==> src/rtl/ramb_fifo_pkg.sv <==
// Shared constants and types for the RAMB16_S2_S4 width-converting FIFO.
// Symbols are 2 bits on the write side; words are 4 bits on the read side.
package ramb_fifo_pkg;

  localparam int DEPTH_SYM  = 8192;
  localparam int DEPTH_WORD = 4096;
  localparam int WR_PTR_W   = 14;
  localparam int RD_PTR_W   = 13;

  typedef logic [1:0]          sym_t;
  typedef logic [3:0]          word_t;
  typedef logic [WR_PTR_W-1:0] wr_ptr_t;
  typedef logic [RD_PTR_W-1:0] rd_ptr_t;

endpackage

==> src/rtl/ramb_s2_s4_fifo_ctrl.sv <==
// 2-bit in / 4-bit out FWFT FIFO controller driving an external RAMB16_S2_S4.
// Optional RAMB_FIFO_FLUSH_EN adds a synchronous FLUSH input.
module ramb_s2_s4_fifo_ctrl
  import ramb_fifo_pkg::*;
#(
  parameter int AFULL_THRESH = 8064
) (
  input  logic        CLK,
  input  logic        RST_N,
`ifdef RAMB_FIFO_FLUSH_EN
  input  logic        FLUSH,
`endif
  input  sym_t        S_DATA,
  input  logic        S_VALID,
  output logic        S_READY,
  output word_t       M_DATA,
  output logic        M_VALID,
  input  logic        M_READY,
  output logic        AFULL,
  output logic [12:0] ADDRA,
  output sym_t        DIA,
  output logic        ENA,
  output logic        WEA,
  output logic        SSRA,
  output logic        SSRB,
  output logic        WEB,
  output word_t       DIB,
  output logic [$clog2(DEPTH_WORD)-1:0] ADDRB,
  output logic        ENB,
  input  word_t       DOB
);

  wr_ptr_t wr_ptr;
  rd_ptr_t rd_ptr;
  wr_ptr_t level;
  logic    m_valid;
  logic    flush;
  logic    wr_fire;
  logic    rd_issue;

`ifdef RAMB_FIFO_FLUSH_EN
  assign flush = FLUSH;
`else
  assign flush = 1'b0;
`endif

  // Level in symbols; a word moved into DOB no longer counts.
  assign level = wr_ptr - {rd_ptr, 1'b0};

  assign S_READY = level < wr_ptr_t'(DEPTH_SYM);
  assign AFULL   = 32'(level) >= 32'(AFULL_THRESH);

  // Reset gating keeps the RAM enables low while RST_N is held.
  assign wr_fire  = S_VALID & S_READY & RST_N & ~flush;
  assign rd_issue = (level >= wr_ptr_t'(2))
                  & (~m_valid | M_READY)
                  & RST_N & ~flush;

  always_ff @(posedge CLK or negedge RST_N) begin
    if (!RST_N) begin
      wr_ptr  <= '0;
      rd_ptr  <= '0;
      m_valid <= 1'b0;
    end else if (flush) begin
      wr_ptr  <= '0;
      rd_ptr  <= '0;
      m_valid <= 1'b0;
    end else begin
      if (wr_fire)
        wr_ptr <= wr_ptr + 1'b1;
      if (rd_issue)
        rd_ptr <= rd_ptr + 1'b1;
      m_valid <= rd_issue | (m_valid & ~M_READY);
    end
  end

  assign ADDRA = wr_ptr[12:0];
  assign DIA   = S_DATA;
  assign ENA   = wr_fire;
  assign WEA   = wr_fire;

  assign ADDRB = rd_ptr[11:0];
  assign ENB   = rd_issue;
  assign DIB   = '0;
  assign WEB   = 1'b0;
  assign SSRA  = 1'b0;
  assign SSRB  = 1'b0;

  // DOB is held by the RAM while ENB is low, so it is the output register.
  assign M_DATA  = DOB;
  assign M_VALID = m_valid;

endmodule

==> config.mk <==
export PLATFORM = sky130hd
export DESIGN_NAME = ramb_s2_s4_fifo_ctrl
export DESIGN_NICKNAME = d
export VERILOG_FILES = /design/src/rtl/ramb_fifo_pkg.sv /design/src/rtl/ramb_s2_s4_fifo_ctrl.sv
export SDC_FILE = /design/constraint.sdc
export NUM_CORES = 1
export LEC_CHECK = 0
export ABC_AREA = 1
export BUFFER_PORTS_ARGS = -buffer_cell sky130_fd_sc_hd__clkbuf_2
export CAP_MARGIN = 20
export CORE_ASPECT_RATIO = 0.8
export CORE_MARGIN = 3
export CORE_UTILIZATION = 50
export DETAILED_ROUTE_END_ITERATION = 6
export GPL_TIMING_DRIVEN = 0
export PLACE_DENSITY = 0.84
export SETUP_SLACK_MARGIN = 0.02
export SYNTH_ARGS = -nofsm -noshare
export SYNTH_HDL_FRONTEND = slang
export SYNTH_SLANG_ARGS = --single-unit
==> constraint.sdc <==
create_clock -name CLK -period 5.6 [get_ports CLK]
set_input_delay 0.56 -clock CLK [delete_from_list [all_inputs] [get_ports CLK]]
set_output_delay 0.56 -clock CLK [all_outputs]
set_load 0.005 [all_outputs]
### Word-level counts from Yosys, hierarchy flattened

Cells that the tools add are included.

| cells by class | value |
|---|---|
| bitwise operators | 9 |
| $lt $le $gt $ge | 3 |
| add/sub/neg operators | 3 |

Operators by type and width:

| operator | number |
|---|---|
| adder 14 x 1 -> 14 bit (second input constant) | 1 |
| >= comparator 14 x 13 -> 1 bit (second input constant) | 1 |
| >= comparator 14 x 2 -> 1 bit (second input constant) | 1 |
| < comparator 14 bit (second input constant) | 1 |
| subtractor 14 bit | 1 |
| adder 13 x 1 -> 13 bit (second input constant) | 1 |
| bitwise AND 1 bit | 5 |
| inverter 1 bit | 2 |
| OR 1 bit | 2 |

| storage, ports and cells | value |
|---|---|
| word-level logic and storage cells | 18 |
| input bits | 10 |
| bits in registers | 28 |
| output and inout port bits | 44 |

### Logic depth before layout (Yosys ltp)

| depth | value |
|---|---|
| word-level depth | 5 |
| gate-level depth with buffers | 18 |

### Worst setup path after synthesis

OpenSTA, ideal clock, no wires.

| timing | value |
|---|---|
| kind | flip-flop to output port |
| start | register rd_ptr[0] |
| end | output port ENB |
| buffers on the path | 1 |
| cell stages (with the launch flop) | 16 |
| path slack | 2.953 ns |
| arrival time | 2.087 ns |
| cells stage by stage | dfrtp_1 > ha_1 > fa_1 > inv_1 > nand2_1 > nand2_1 > nand3_1 > nand2_1 > nand2_1 > nand2_1 > nand3_1 > nor2_4 > nand3_4 > nand2_4 > buf_12 > inv_2 |

| on the way | value |
|---|---|
| longest elaborated chain between the ends | 4 |

Ends and longest elaborated chain:

| item | RTL line | source |
|---|---|---|
| start, declared | ramb_s2_s4_fifo_ctrl.sv:34 | `rd_ptr_t rd_ptr;` |
| start signal, assigned | ramb_s2_s4_fifo_ctrl.sv:72 | `rd_ptr <= rd_ptr + 1'b1;` |
| subtractor 14 bit | ramb_s2_s4_fifo_ctrl.sv:48 | `assign level = wr_ptr - {rd_ptr, 1'b0};` |
| >= comparator 14 x 2 -> 1 bit | ramb_s2_s4_fifo_ctrl.sv:55 | `assign rd_issue = (level >= wr_ptr_t'(2))` |
| bitwise AND 1 bit | ramb_s2_s4_fifo_ctrl.sv:56 | `& (~m_valid \| M_READY)` |
| bitwise AND 1 bit | ramb_s2_s4_fifo_ctrl.sv:57 | `& RST_N & ~flush;` |
| end, declared | ramb_s2_s4_fifo_ctrl.sv:29 | `output logic ENB,` |

No other way between the ends.

### Final worst setup path

| timing | value |
|---|---|
| start | register rd_ptr[0] |
| end | output port WEA |

| on the way | value |
|---|---|
| longest elaborated chain between the ends | 4 |

Ends and longest elaborated chain:

| item | RTL line | source |
|---|---|---|
| subtractor 14 bit | ramb_s2_s4_fifo_ctrl.sv:48 |  |
| < comparator 14 bit | ramb_s2_s4_fifo_ctrl.sv:50 | `assign S_READY = level < wr_ptr_t'(DEPTH_SYM);` |
| bitwise AND 1 bit (2 in a row) | ramb_s2_s4_fifo_ctrl.sv:54 | `assign wr_fire = S_VALID & S_READY & RST_N & ~flush;` |
| end, declared | ramb_s2_s4_fifo_ctrl.sv:23 | `output logic WEA,` |

No other way between the ends.

==> flow_metrics.py <==
metrics = {
    "outcome": {
        "status": "finished, final reports clean",
    },
    "clocking": {
        "hold_buffers": 0,
        "ctsResizeCount": 0,
        "clk-insertion-delay-late_ns": 0.29,
        "cts_setup_buffers": 0,
        "cts_made_buffers": 3,
        "cts_tree": "built",
        "clk_pin_slew_ns": 0.10,
        "ctsRootBufferMaster": "clkbuf_8",
        "cts_buffer_depth": 2,
        "h-tree-depth": 1,
        "clock_sinks": 28,
    },
    "worst_setup_path": {
        "endpoint_kind": "output pin",
        "start_kind": "register",
        "path_class": "register to output pin",
        "cp.arrival_ns": 2.84,
        "crit_buf_inv": 5,
        "cpMaxStageDelayCell": "dfrtp_1",
        "critPathTopFamily": "buffers and inverters",
        "critPathMaxStageDelay_ns": 0.49,
        "crit_fanout": 11,
        "worstPathCellList": "ha_1 -> fa_1 -> inv_1 -> nand3_1 -> nand2_1 -> nand3_1 -> nand4_1 -> nand2_1 -> inv_2 -> nand3_2 -> inv_2 -> buf_4 -> clkbuf_2",
        "critical_path_required_ns": 5.04,
    },
    "synth": {
        "synth.avg_cell_area_sq_um": 6.96,
        "yosys_register_bits": 28,
        "ys_types": 32,
        "yosysWarnings": 0,
        "synthFlopType": "dfrtp_1",
        "async_reset_ff_frac": 1.00,
        "syn_area_sq_um": 2800,
        "synth_edf_count": 0,
        "yosysSeqAreaShare": 0.251,
        "syn_inst": 402,
    },
    "timing": {
        "clock-skew-final_ns": 0.0102,
        "rsz0062_at_grt": "no",
        "tns_ns": 0,
        "timing.final.crit_period_ns": 3.40,
        "setup_viol": 0,
        "max_freq_mhz": 294,
        "tightest_slew_ns": 0.773,
        "maxSlewHeadroom": 0.485,
        "hold_violations": 0,
        "maxSlewViolCount": 0,
        "min_period_over_period": 0.607,
    },
    "detailed_routing": {
        "drcViolationCount": 0,
        "routed_wl_um": 6470,
        "drtAntennaViolNets": 0,
        "viasPerCell": 4.85,
        "wl_per_cell_um": 12.3,
        "drt_iter0_drc": 164,
        "first_pass_iters": 4,
        "vias": 2558,
    },
    "cells_and_area": {
        "fin_util": 0.611,
        "antenna_cells": 0,
        "syn_to_final_growth_pct": 13.9,
        "nets": 478,
        "final_cells": 527,
        "drive_above_1_share": 0.290,
    },
    "die": {
        "core_area_sq_um": 5210,
        "die_area_sq_um": 6530,
        "start_util": 0.537,
        "core.rowCount": 23,
        "dieHeight_um": 72.9,
        "die_x_um": 89.6,
        "io_pins": 54,
    },
    "power": {
        "vdd_drop_max_v": 0.000250,
        "power.static_leakage_nw": 1.74,
        "cellPowerDensity_nw_per_um2": 446,
    },
    "global_route": {
        "grt_overflow_total": 0,
        "grt_pass1_vias": 2288,
        "grt_max_degree": 31,
        "antenna_found_initial": 0,
        "grt_usage": 0.211,
        "grt_pass1_wl_um": 10700,
    },
    "min_path": {
        "hp-class": "input pin to asynchronous set/reset pin",
    },
    "placed_design": {
        "dpl.cell_count": 523,
        "hpwl_um": 5320,
        "routabilityCongestion": 0.922,
        "numPortBuffers": 40,
    },
    "flow_run": {
        "max_cap_viol_count": 0,
    },
}
==> final cells by class <==
class                   count  area (sq um)
fillers                   465          2020
flip-flops and latches     28           701
clock inverters             1          30.0
well taps                  75          93.8
inverters                  57           214
plain buffers              43           335
multi-input cells         280          1570
clock buffers               3          41.3
repair buffers             40           200
==> logic make-up (layout without fill, tap and decap cells) <==
logic type	after synthesis	in the layout	share of synthesized area
AOI/OAI and AO/OA	14	14	0.0282
xor gates and xnor gates	26	26	0.0814
adders and majority gates	15	15	0.0698
buffers and inverters	100	144	0.196
DFF	28	28	0.251
other	1	7	0.00134
and+or+nand+nor	218	218	0.372
==> worst paths after layout <==
check | start | endpoint | slack [ns] | depth (start not counted)
max | rd_ptr[0] | WEA | 2.20 | 13
min in group CLK | M_READY | M_VALID | 0.44 | 2
min reg2reg | rd_ptr[11] | rd_ptr[11] | 0.51 | 2
min | RST_N | rd_ptr[3] | 0.34 | 1
max reg2reg | rd_ptr[0] | rd_ptr[6] | 2.98 | 13
max in group asynchronous | RST_N | wr_ptr[8] | 4.78 | 1
==> through the flow <==
step / total power, mW / hold slack [ns] / cell area [sq um] / worst slack (ns)
final: 1.42 / 0.335 / 3180 / 2.20
after global routing: 1.57 / 0.383 / 3180 / 2.01
after CTS: 1.42 / 0.349 / 3180 / 2.21
after detailed placement: 1.25 / 0.492 / 3110 / 2.56
after global placement: 1.22 / 0.486 / 3110 / 2.61
after floorplan: 1.02 / 0.264 / 2820 / 2.95
==> worst register-to-register path: cells and delay by family, from the launching register on <==
family / cells / cell delay (ns)
adder cells (fa/ha/maj): 2 / 0.75
buffers and inverters: 1 / 0.16
flip-flops: 1 / 0.49
AND/OR/NAND/NOR: 10 / 1.10
==> per-layer routing <==
layer / vias up / GRT usage / wire length [um]
met5: - / 0 / 0
met4: 0 / 0.0314 / 38
met3: 4 / 0.0305 / 504
met2: 89 / 0.332 / 2950
met1: 1156 / 0.315 / 2980
li1: 1309 / - / -
==> power by group <==
| group | internal (mW) | switching [mW] |
|---|---|---|
| clock | 0.0960 | 0.0684 |
| sequential | 0.239 | 0.0596 |
| combinational | 0.371 | 0.588 |
| total | 0.706 | 0.716 |
==> cells in the mapped netlist (2+ instances only) <==
cell type,number,area share
nand2_1,104,0.14
inv_1,47,0.063
buf_4,40,0.11
nand3_1,38,0.068
dfrtp_1,28,0.25
xor2_1,22,0.069
nor2_1,20,0.027
nand2_2,17,0.038
ha_1,14,0.063
inv_2,10,0.013
nor2_2,10,0.022
nor3_1,9,0.016
a21oi_1,6,0.011
nand4_1,6,0.013
nand3b_1,4,0.011
o21ai_0,4,0.0072
xnor2_1,4,0.013
nand2_4,2,0.0081
nor2_4,2,0.0081
nor4_1,2,0.0045
o21a_1,2,0.0054
==> layout by cell type, fill, tap and decap left out, types with 3 or more instances in the layout <==
master	n
nand3_1	38
conb_1	7
nor3_1	9
nor2_1	20
inv_1	47
xor2_1	22
nand4_1	6
o21ai_0	4
nand2_1	104
xnor2_1	4
nor2_2	10
nand3b_1	4
inv_2	10
dfrtp_1	28
nand2_2	17
buf_4	40
ha_1	14
clkbuf_2	40
clkbuf_8	3
a21oi_1	6
==> flip-flops by register name (all words and copies together), names as in the netlist <==
signal and flops:
wr_ptr 14, M_VALID 1, rd_ptr 13
Power figures use the tool's default switching activity.
